## config.mk

```make
export PLATFORM = sky130hd
export DESIGN_NAME = multicycle_controller
export DESIGN_NICKNAME = d
export VERILOG_FILES = /design/src/rtl/multicycle_controller.sv
export SDC_FILE = /design/constraint.sdc
export NUM_CORES = 1
export LEC_CHECK = 0
export CAP_MARGIN = 20
export CORE_ASPECT_RATIO = 0.75
export CORE_MARGIN = 3
export CORE_UTILIZATION = 45
export DETAILED_ROUTE_END_ITERATION = 8
export PLACE_DENSITY = 0.81
export SYNTH_ARGS = -nofsm -noshare
export SYNTH_HDL_FRONTEND = slang
export SYNTH_SLANG_ARGS = --single-unit
```

## constraint.sdc

```tcl
create_clock -name clk -period 2.9 [get_ports clk]
set_clock_uncertainty 0.15 [all_clocks]
set_input_delay 0.87 -clock clk [delete_from_list [all_inputs] [get_ports clk]]
set_output_delay 0.87 -clock clk [all_outputs]
set_load 0.01 [all_outputs]
```

## src/rtl/multicycle_controller.sv

```systemverilog
// Multicycle ARM controller: Moore FSM sequencing FETCH/DECODE/EXEC/MEM/WB over a shared
// memory/ALU datapath, with NZCV flag register and a condition-pass bit latched in DECODE.
// Control outputs are registered from the next state; write strobes are gated by reset.
module multicycle_controller #(
  parameter int unsigned ALUCTRL_W = 2,
  parameter int unsigned STATE_W   = 4
) (
  input  logic                 clk,
  input  logic                 reset,
  input  logic [19:0]          Instr,
  input  logic [3:0]           ALUFlags,
  output logic                 PCWrite,
  output logic                 AdrSrc,
  output logic                 MemWrite,
  output logic                 IRWrite,
  output logic                 RegWrite,
  output logic [1:0]           ResultSrc,
  output logic                 ALUSrcA,
  output logic [1:0]           ALUSrcB,
  output logic [1:0]           ImmSrc,
  output logic [1:0]           RegSrc,
  output logic [ALUCTRL_W-1:0] ALUControl,
  output logic [3:0]           Flags,
  output logic [STATE_W-1:0]   State
);

  typedef enum logic [STATE_W-1:0] {
    StFetch  = STATE_W'(0),
    StDecode = STATE_W'(1),
    StMemAdr = STATE_W'(2),
    StMemRd  = STATE_W'(3),
    StMemWb  = STATE_W'(4),
    StMemWr  = STATE_W'(5),
    StExecR  = STATE_W'(6),
    StExecI  = STATE_W'(7),
    StAluWb  = STATE_W'(8),
    StBranch = STATE_W'(9)
  } state_e;

  typedef struct packed {
    logic                 pc_write;
    logic                 adr_src;
    logic                 mem_write;
    logic                 ir_write;
    logic                 reg_write;
    logic [1:0]           result_src;
    logic                 alu_src_a;
    logic [1:0]           alu_src_b;
    logic [ALUCTRL_W-1:0] alu_control;
  } ctrl_t;

  localparam logic [ALUCTRL_W-1:0] AluAdd = ALUCTRL_W'(0);
  localparam logic [ALUCTRL_W-1:0] AluSub = ALUCTRL_W'(1);
  localparam logic [ALUCTRL_W-1:0] AluAnd = ALUCTRL_W'(2);
  localparam logic [ALUCTRL_W-1:0] AluOrr = ALUCTRL_W'(3);
  localparam logic [ALUCTRL_W-1:0] AluEor = ALUCTRL_W'(4);

  // Instr carries bits [31:12] of the instruction word, so field indices are shifted by 12.
  logic [3:0] cond;
  logic [1:0] op;
  logic       imm_bit;
  logic [3:0] cmd;
  logic       s_l_bit;
  logic [3:0] rd;
  logic       unused_instr;

  assign cond         = Instr[19:16];
  assign op           = Instr[15:14];
  assign imm_bit      = Instr[13];
  assign cmd          = Instr[12:9];
  assign s_l_bit      = Instr[8];
  assign rd           = Instr[3:0];
  assign unused_instr = ^Instr[7:4];

  state_e state_q, state_d;
  logic [3:0] flags_q;
  logic       condexr_q, condexr_d;
  ctrl_t      ctrl_q, ctrl_d, fetch_ctrl;

  logic                 cond_ex;
  logic [ALUCTRL_W-1:0] dp_alu;
  logic                 dp_nowrite;
  logic                 dp_s;
  logic                 dp_cv;

  // Moore output table; cex is the condition-pass bit valid during the target state.
  function automatic ctrl_t state_outputs(input state_e st, input logic cex,
                                          input logic nowrite, input logic rd_pc,
                                          input logic [ALUCTRL_W-1:0] alu);
    ctrl_t c;
    c             = '0;
    c.alu_control = AluAdd;
    case (st)
      StFetch: begin
        c.alu_src_a  = 1'b1;
        c.alu_src_b  = 2'b10;
        c.result_src = 2'b10;
        c.ir_write   = 1'b1;
        c.pc_write   = 1'b1;
      end
      StDecode: begin
        c.alu_src_a  = 1'b1;
        c.alu_src_b  = 2'b10;
        c.result_src = 2'b10;
      end
      StMemAdr: c.alu_src_b = 2'b01;
      StMemRd:  c.adr_src   = 1'b1;
      StMemWr: begin
        c.adr_src   = 1'b1;
        c.mem_write = cex;
      end
      StMemWb: begin
        c.result_src = 2'b01;
        c.reg_write  = cex;
      end
      StExecR: c.alu_control = alu;
      StExecI: begin
        c.alu_src_b   = 2'b01;
        c.alu_control = alu;
      end
      StAluWb: begin
        c.reg_write = cex & ~nowrite;
        c.pc_write  = cex & rd_pc & ~nowrite;
      end
      StBranch: begin
        c.alu_src_b  = 2'b01;
        c.result_src = 2'b10;
        c.pc_write   = cex;
      end
      default: ;
    endcase
    return c;
  endfunction

  // Data-processing decode: ALU code, write suppression, effective S and carry/overflow update.
  always_comb begin
    dp_alu     = AluAdd;
    dp_nowrite = 1'b1;
    dp_s       = 1'b0;
    dp_cv      = 1'b0;
    case (cmd)
      4'b0100: begin
        dp_alu = AluAdd; dp_nowrite = 1'b0; dp_s = s_l_bit; dp_cv = 1'b1;
      end
      4'b0010: begin
        dp_alu = AluSub; dp_nowrite = 1'b0; dp_s = s_l_bit; dp_cv = 1'b1;
      end
      4'b0000: begin
        dp_alu = AluAnd; dp_nowrite = 1'b0; dp_s = s_l_bit;
      end
      4'b1100: begin
        dp_alu = AluOrr; dp_nowrite = 1'b0; dp_s = s_l_bit;
      end
      4'b0001: begin
        if (ALUCTRL_W >= 3) begin
          dp_alu = AluEor; dp_nowrite = 1'b0; dp_s = s_l_bit;
        end
      end
      4'b1010: begin
        // CMP: subtract, always sets flags, never writes a register.
        if (ALUCTRL_W >= 3) begin
          dp_alu = AluSub; dp_nowrite = 1'b1; dp_s = 1'b1; dp_cv = 1'b1;
        end
      end
      default: ;
    endcase
  end

  // ARM condition evaluation against the architectural flags {N,Z,C,V}.
  always_comb begin
    cond_ex = 1'b0;
    case (cond)
      4'b0000: cond_ex = flags_q[2];
      4'b0001: cond_ex = ~flags_q[2];
      4'b0010: cond_ex = flags_q[1];
      4'b0011: cond_ex = ~flags_q[1];
      4'b0100: cond_ex = flags_q[3];
      4'b0101: cond_ex = ~flags_q[3];
      4'b0110: cond_ex = flags_q[0];
      4'b0111: cond_ex = ~flags_q[0];
      4'b1000: cond_ex = flags_q[1] & ~flags_q[2];
      4'b1001: cond_ex = ~(flags_q[1] & ~flags_q[2]);
      4'b1010: cond_ex = (flags_q[3] == flags_q[0]);
      4'b1011: cond_ex = (flags_q[3] != flags_q[0]);
      4'b1100: cond_ex = ~flags_q[2] & (flags_q[3] == flags_q[0]);
      4'b1101: cond_ex = flags_q[2] | (flags_q[3] != flags_q[0]);
      4'b1110: cond_ex = 1'b1;
      default: cond_ex = 1'b0;
    endcase
  end

  // Next-state sequencing; illegal encodings fall back to FETCH.
  always_comb begin
    state_d = StFetch;
    case (state_q)
      StFetch:  state_d = StDecode;
      StDecode: begin
        case (op)
          2'b01:   state_d = StMemAdr;
          2'b00:   state_d = imm_bit ? StExecI : StExecR;
          2'b10:   state_d = StBranch;
          default: state_d = StFetch;
        endcase
      end
      StMemAdr: state_d = s_l_bit ? StMemRd : StMemWr;
      StMemRd:  state_d = StMemWb;
      StExecR:  state_d = StAluWb;
      StExecI:  state_d = StAluWb;
      default:  state_d = StFetch;
    endcase
  end

  // Condition bit is captured only in DECODE; outputs are precomputed for the next state.
  always_comb begin
    condexr_d  = (state_q == StDecode) ? cond_ex : condexr_q;
    ctrl_d     = state_outputs(state_d, condexr_d, dp_nowrite, (rd == 4'hf), dp_alu);
    fetch_ctrl = state_outputs(StFetch, 1'b0, 1'b0, 1'b0, AluAdd);
  end

  // State, condition bit, flags and registered control outputs.
  always_ff @(posedge clk) begin
    if (!reset) begin
      state_q   <= StFetch;
      flags_q   <= 4'b0000;
      condexr_q <= 1'b0;
      ctrl_q    <= fetch_ctrl;
    end else begin
      state_q   <= state_d;
      condexr_q <= condexr_d;
      ctrl_q    <= ctrl_d;
      if ((state_q == StExecR || state_q == StExecI) && condexr_q && dp_s) begin
        flags_q[3:2] <= ALUFlags[3:2];
        if (dp_cv) begin
          flags_q[1:0] <= ALUFlags[1:0];
        end
      end
    end
  end

  // Strobes are held low and mux selects follow FETCH for as long as reset is asserted.
  assign PCWrite    = reset & ctrl_q.pc_write;
  assign IRWrite    = reset & ctrl_q.ir_write;
  assign MemWrite   = reset & ctrl_q.mem_write;
  assign RegWrite   = reset & ctrl_q.reg_write;
  assign AdrSrc     = reset ? ctrl_q.adr_src     : fetch_ctrl.adr_src;
  assign ResultSrc  = reset ? ctrl_q.result_src  : fetch_ctrl.result_src;
  assign ALUSrcA    = reset ? ctrl_q.alu_src_a   : fetch_ctrl.alu_src_a;
  assign ALUSrcB    = reset ? ctrl_q.alu_src_b   : fetch_ctrl.alu_src_b;
  assign ALUControl = reset ? ctrl_q.alu_control : fetch_ctrl.alu_control;

  assign ImmSrc = op;
  assign RegSrc = {(op == 2'b01), (op == 2'b10)};
  assign Flags  = flags_q;
  assign State  = state_q;

endmodule

```

# Word level (Yosys, flattened, before mapping)
# Index checks and enable logic that the tools add are counted.
# totals
ff_bits	21
wordCells	104
out_inout_bits	24
# classes
n_eq_ne	36
n_mux	21
n_bitwise	15
reduce_logical	19
# ops
operator	count
4-bit by 3-bit == test with 1-bit output, second input constant	11
4-bit == test, second input constant	11
4-bit by 2-bit == test with 1-bit output, second input constant	7
4-bit one-hot mux with 5 select lines	1
4-bit zero test	4
1-bit one-hot mux with 15 select lines	1
4-bit by 1-bit == test with 1-bit output, second input constant	3
4-bit one-hot mux with 3 select lines	1
2-bit OR reduction	5
1-bit AND	9
1-bit 2-to-1 mux	9
2-bit one-hot mux with 2 select lines	2
2-bit 2-to-1 mux	3
2-bit one-hot mux with 3 select lines	1
2-bit AND reduction	3
3-bit OR reduction	2
1-bit NOT	5
4-bit OR reduction	1
3-bit 2-to-1 mux	1
1-bit one-hot mux with 3 select lines	1
2-bit by 1-bit == test with 1-bit output, second input constant	1
2-bit == test, second input constant	1
1-bit logical AND	2
2-bit zero test	1
other kinds (5)	5

# Longest topological paths before layout
# depth
word_depth	8
depth_mapped	6
mapped_depth_nobuf	5

# Least setup slack after synthesis
# Ideal clock, no wire load.
# synth_timing
path_kind	input to output
startpoint	input reset
endpoint	output ALUControl[0]
required_ns	1.880
slack_ns	0.533
path_buffers	2
t_arrival_ns	1.347
stages	3
cell_sequence	buf_6 > clkbuf_1 > and2_1
# synth_via
elab_chain_len	1
# synth_rtl
element	line	rtl
start: declaration	9	input logic reset,
2-bit 2-to-1 mux	249	assign ALUControl = reset ? ctrl_q.alu_control : fetch_ctrl.alu_control;
end: declaration	22	output logic [ALUCTRL_W-1:0] ALUControl,
# No other way between the ends.

# Worst setup path in the final report
# layout_timing
startpoint	input Instr[15]
endpoint	output RegSrc[0]
# layout_via
elab_chain_len	1
# layout_rtl
element	line	rtl
start: declaration	10	input logic [19:0] Instr,
2-bit == test	252	assign RegSrc = {(op == 2'b01), (op == 2'b10)};
end: declaration	21	output logic [1:0] RegSrc,
# No other way between the ends.

==> out/summary.log <==
qor: status.run_status finished, final reports clean
qor: grt.grt_antenna_before_repair 0
qor: synth.ys_top_cells_by_count dfxtp_1, nor2_1, and2_1, nor2b_1, mux2i_1
qor: synth.netlist_area_before_placement 1340 sq um
qor: flow_run.cap_violations 0
qor: power.p_int 493 uW
qor: critical_path.worstSetupEndpointType primary output
qor: grt.maximum_number_of_pins_on_one_net_before_global_route_repair 14
qor: clock_tree.numClockSinks 21
qor: timing.final-setup-viol-count 0
qor: die.die_width 69.0 microns
qor: placement.routability_driven_placement_congestion_ratio 0.878
qor: synth.ys_dominant_reg_cell dfxtp_1
qor: timing.part_of_the_cycle_the_worst_path_needs 0.995
qor: drt.drt_wl_total 3.41 mm
qor: synth.netlist.top_cell.by_area dfxtp_1
qor: synth.proportion_of_synthesized_chip_area_in_sequential_cells 0.314
qor: drt.routed_vias 1243
qor: clock_tree.clock_slew_at_the_register_clock_pins_of_the_worst_setup_and_hold_paths 0.08 ns
qor: critical_path.setup.worst_path.start_class primary input
qor: cells_and_area.final_util 0.686
qor: clock_tree.post_cts_hold_buffer_count 0
qor: synth.synth_simple_gate_area_frac 0.328
qor: clock_tree.clock_tree.root_cell clkbuf_8
qor: critical_path.critPathKind in2out
qor: min_path.hold_class reg2reg
qor: clock_tree.cts_max_path_buffers 2
qor: synth.synth_top_family_by_area simple AND/OR/NAND/NOR gates
qor: timing.clock.fmax 0.347 GHz
qor: grt.globalRouteOverflowTotal 0
qor: die.design.portCount 50
qor: grt.vias_in_the_first_global_route 1154
qor: synth.ys_top_cells_by_area dfxtp_1, mux2i_1, and2_1
qor: die.rows 16
qor: grt.grt_usage 0.204
qor: synth.post_synth_fa_ha_maj_area_fraction 0
qor: synth.ys_seq_elements 21
qor: critical_path.crit_path_max_fanout 3
qor: die.floorplan.initialDensity 0.491
qor: placement.portBuffers 45
qor: synth.synthDistinctLibCells 54
qor: timing.tightestPinTransition 0.495 ns
qor: power.total_switching_power 184 uW
qor: drt.drt_pre_antenna_iters 6
qor: power.power.share.switching 0.272
qor: power.power_density 363 nW/um^2
qor: power.power.combinational.fraction 0.253
qor: cells_and_area.antenna_cells 0
qor: power.final_total_pwr 678 uW
qor: clock_tree.clock_latency 0.26 ns
qor: synth.yosys_warnings 0
qor: drt.wl_per_cell 14.9 microns
qor: timing.hold_ws 0.417 ns
qor: synth.async_flop_share 0
qor: clock_tree.cts_htree_levels 1
qor: die.die_area 3670 sq um
qor: drt.number_of_remaining_drc_errors 0
qor: drt.drt.antenna.violating_nets 0
qor: timing.slew_headroom 0.670
qor: die.floorplan.core_area 2720 sq um
qor: synth.synth-compound-area-share 0.169
qor: clock_tree.tritoncts built
qor: timing.finalCriticalPeriod 2.88 ns
qor: power.irDropWorstVdd 281 uV
qor: timing.count_of_final_max_slew_check_failures 0
qor: synth.synth-edff-count 0
qor: placement.detailedPlacementHpwl 2.79 mm
qor: cells_and_area.syn2layout_area_growth 39.7%
qor: clock_tree.cts_inserted_buffers 3
qor: cells_and_area.final_layout_size_suffix_gt1_frac 0.166
qor: cells_and_area.finalNetCount 220
qor: power.sequentialPowerShare 0.469
qor: drt.avgViaCountPerCell 5.43
qor: timing.final_hold_viol_count 0
qor: die.die_height 53.2 microns
qor: synth.synthDominantCellAreaShare 0.314
qor: synth.post_synth_xor_xnor_area 0.0430
qor: clock_tree.cts.repair_timing.setup_buffer_count 0
qor: drt.drt_iter0_markers 53
qor: synth.synthCells 139
qor: synth.synth.most_common_cell dfxtp_1
qor: synth.post_synthesis_net_count 165
qor: critical_path.worst-endpoint-arrival 1.86 ns
qor: synth.post_synth_mux_area_share 0.0524
qor: critical_path.required 1.88 ns
qor: power.power.clock.fraction 0.279
qor: power.leakage 0.729 nW
qor: grt.grt_first_pass_wirelength 5.50 mm
qor: synth.syn-mean-instance-area 9.62 sq um
## metrics by stage
step	instances	TNS (ns)	setup slack [ns]	area, sq um
2_1_floorplan	139	0	0.533	1340
3_3_place_gp	225	-4.78	-0.378	1830
3_5_place_dp	225	-5.34	-0.400	1830
4_1_cts	229	0	0.0103	1870
5_1_grt	229	-0.0182	-0.0102	1870
6_report	229	0	0.0152	1870
## critical path, stage by stage
cell and delay (ns):
clkdlybuf4s50_1 0.51, nor2b_2 0.19, dlygate4sd2_1 0.29
## per-layer routing
metal	vias up	wire length, microns	track usage
li1	610	-	-
met1	577	1560	0.274
met2	54	1610	0.324
met3	2	231	0.0552
met4	0	8	0.0453
met5	-	0	0
## what timing repair did
| item | 4_1_cts | 5_1_grt |
|---|---|---|
| endpoints found under the hold margin | 0 | 0 |
| gates resized for setup | 7 | 3 |
| endpoints found under the setup margin | 16 | 11 |
## placed cells by master (no fill, tap or decap), drive strengths merged, types with 5 or more instances in the layout
master         instances
clkdlybuf4s50         40
dfxtp                 21
buf                   14
nor2                  11
and2                  10
nor2b                  8
mux2i                  7
inv                    6
o21ai                  6
a21oi                  5
## state kept, by name, summed over array words and instances, names as in the netlist
name,cells
Flags,4
ctrl_q,12
State,4
condexr_q,1
## path summary, 6_finish.rpt
| check | start | endpoint | slack (ns) | cells after the start |
|---|---|---|---|---|
| max | Instr[15] | RegSrc[0] | 0.02 | 3 |
| min | Flags[1]$_SDFFE_PN0P_ | Flags[1]$_SDFFE_PN0P_ | 0.42 | 2 |
| max reg2reg | State[0]$_SDFF_PN0_ | ctrl_q[9]$_SDFF_PN0_ | 0.73 | 5 |
| min reg2reg | Flags[1]$_SDFFE_PN0P_ | Flags[1]$_SDFFE_PN0P_ | 0.42 | 2 |
## cells by family after synthesis
group / after synthesis
AOI/OAI and AO/OA: 27
xor gates and xnor gates: 5
and+or+nand+nor: 65
muxes: 7
DFF: 21
buffers and inverters: 14
## power groups by stage
| stage | combinational (mW) | clock (mW) | sequential [mW] |
|---|---|---|---|
| finish | 0.171 | 0.189 | 0.318 |
| CTS | 0.171 | 0.190 | 0.317 |
| global route | 0.184 | 0.207 | 0.320 |
| global placement | 0.165 | 0 | 0.323 |
| floorplan | 0.103 | 0 | 0.317 |
| detailed placement | 0.173 | 0 | 0.324 |
## area by class of cell
| class | count | area [sq um] |
|---|---|---|
| clock inverters | 1 | 5.00 |
| well taps | 36 | 45.0 |
| flip-flops and latches | 21 | 420 |
| inverters | 6 | 22.5 |
| repair buffers | 58 | 538 |
| multi-input cells | 104 | 796 |
| clock buffers | 3 | 41.3 |
| fillers | 226 | 855 |
No activity file was read; power rests on OpenSTA's default activity.
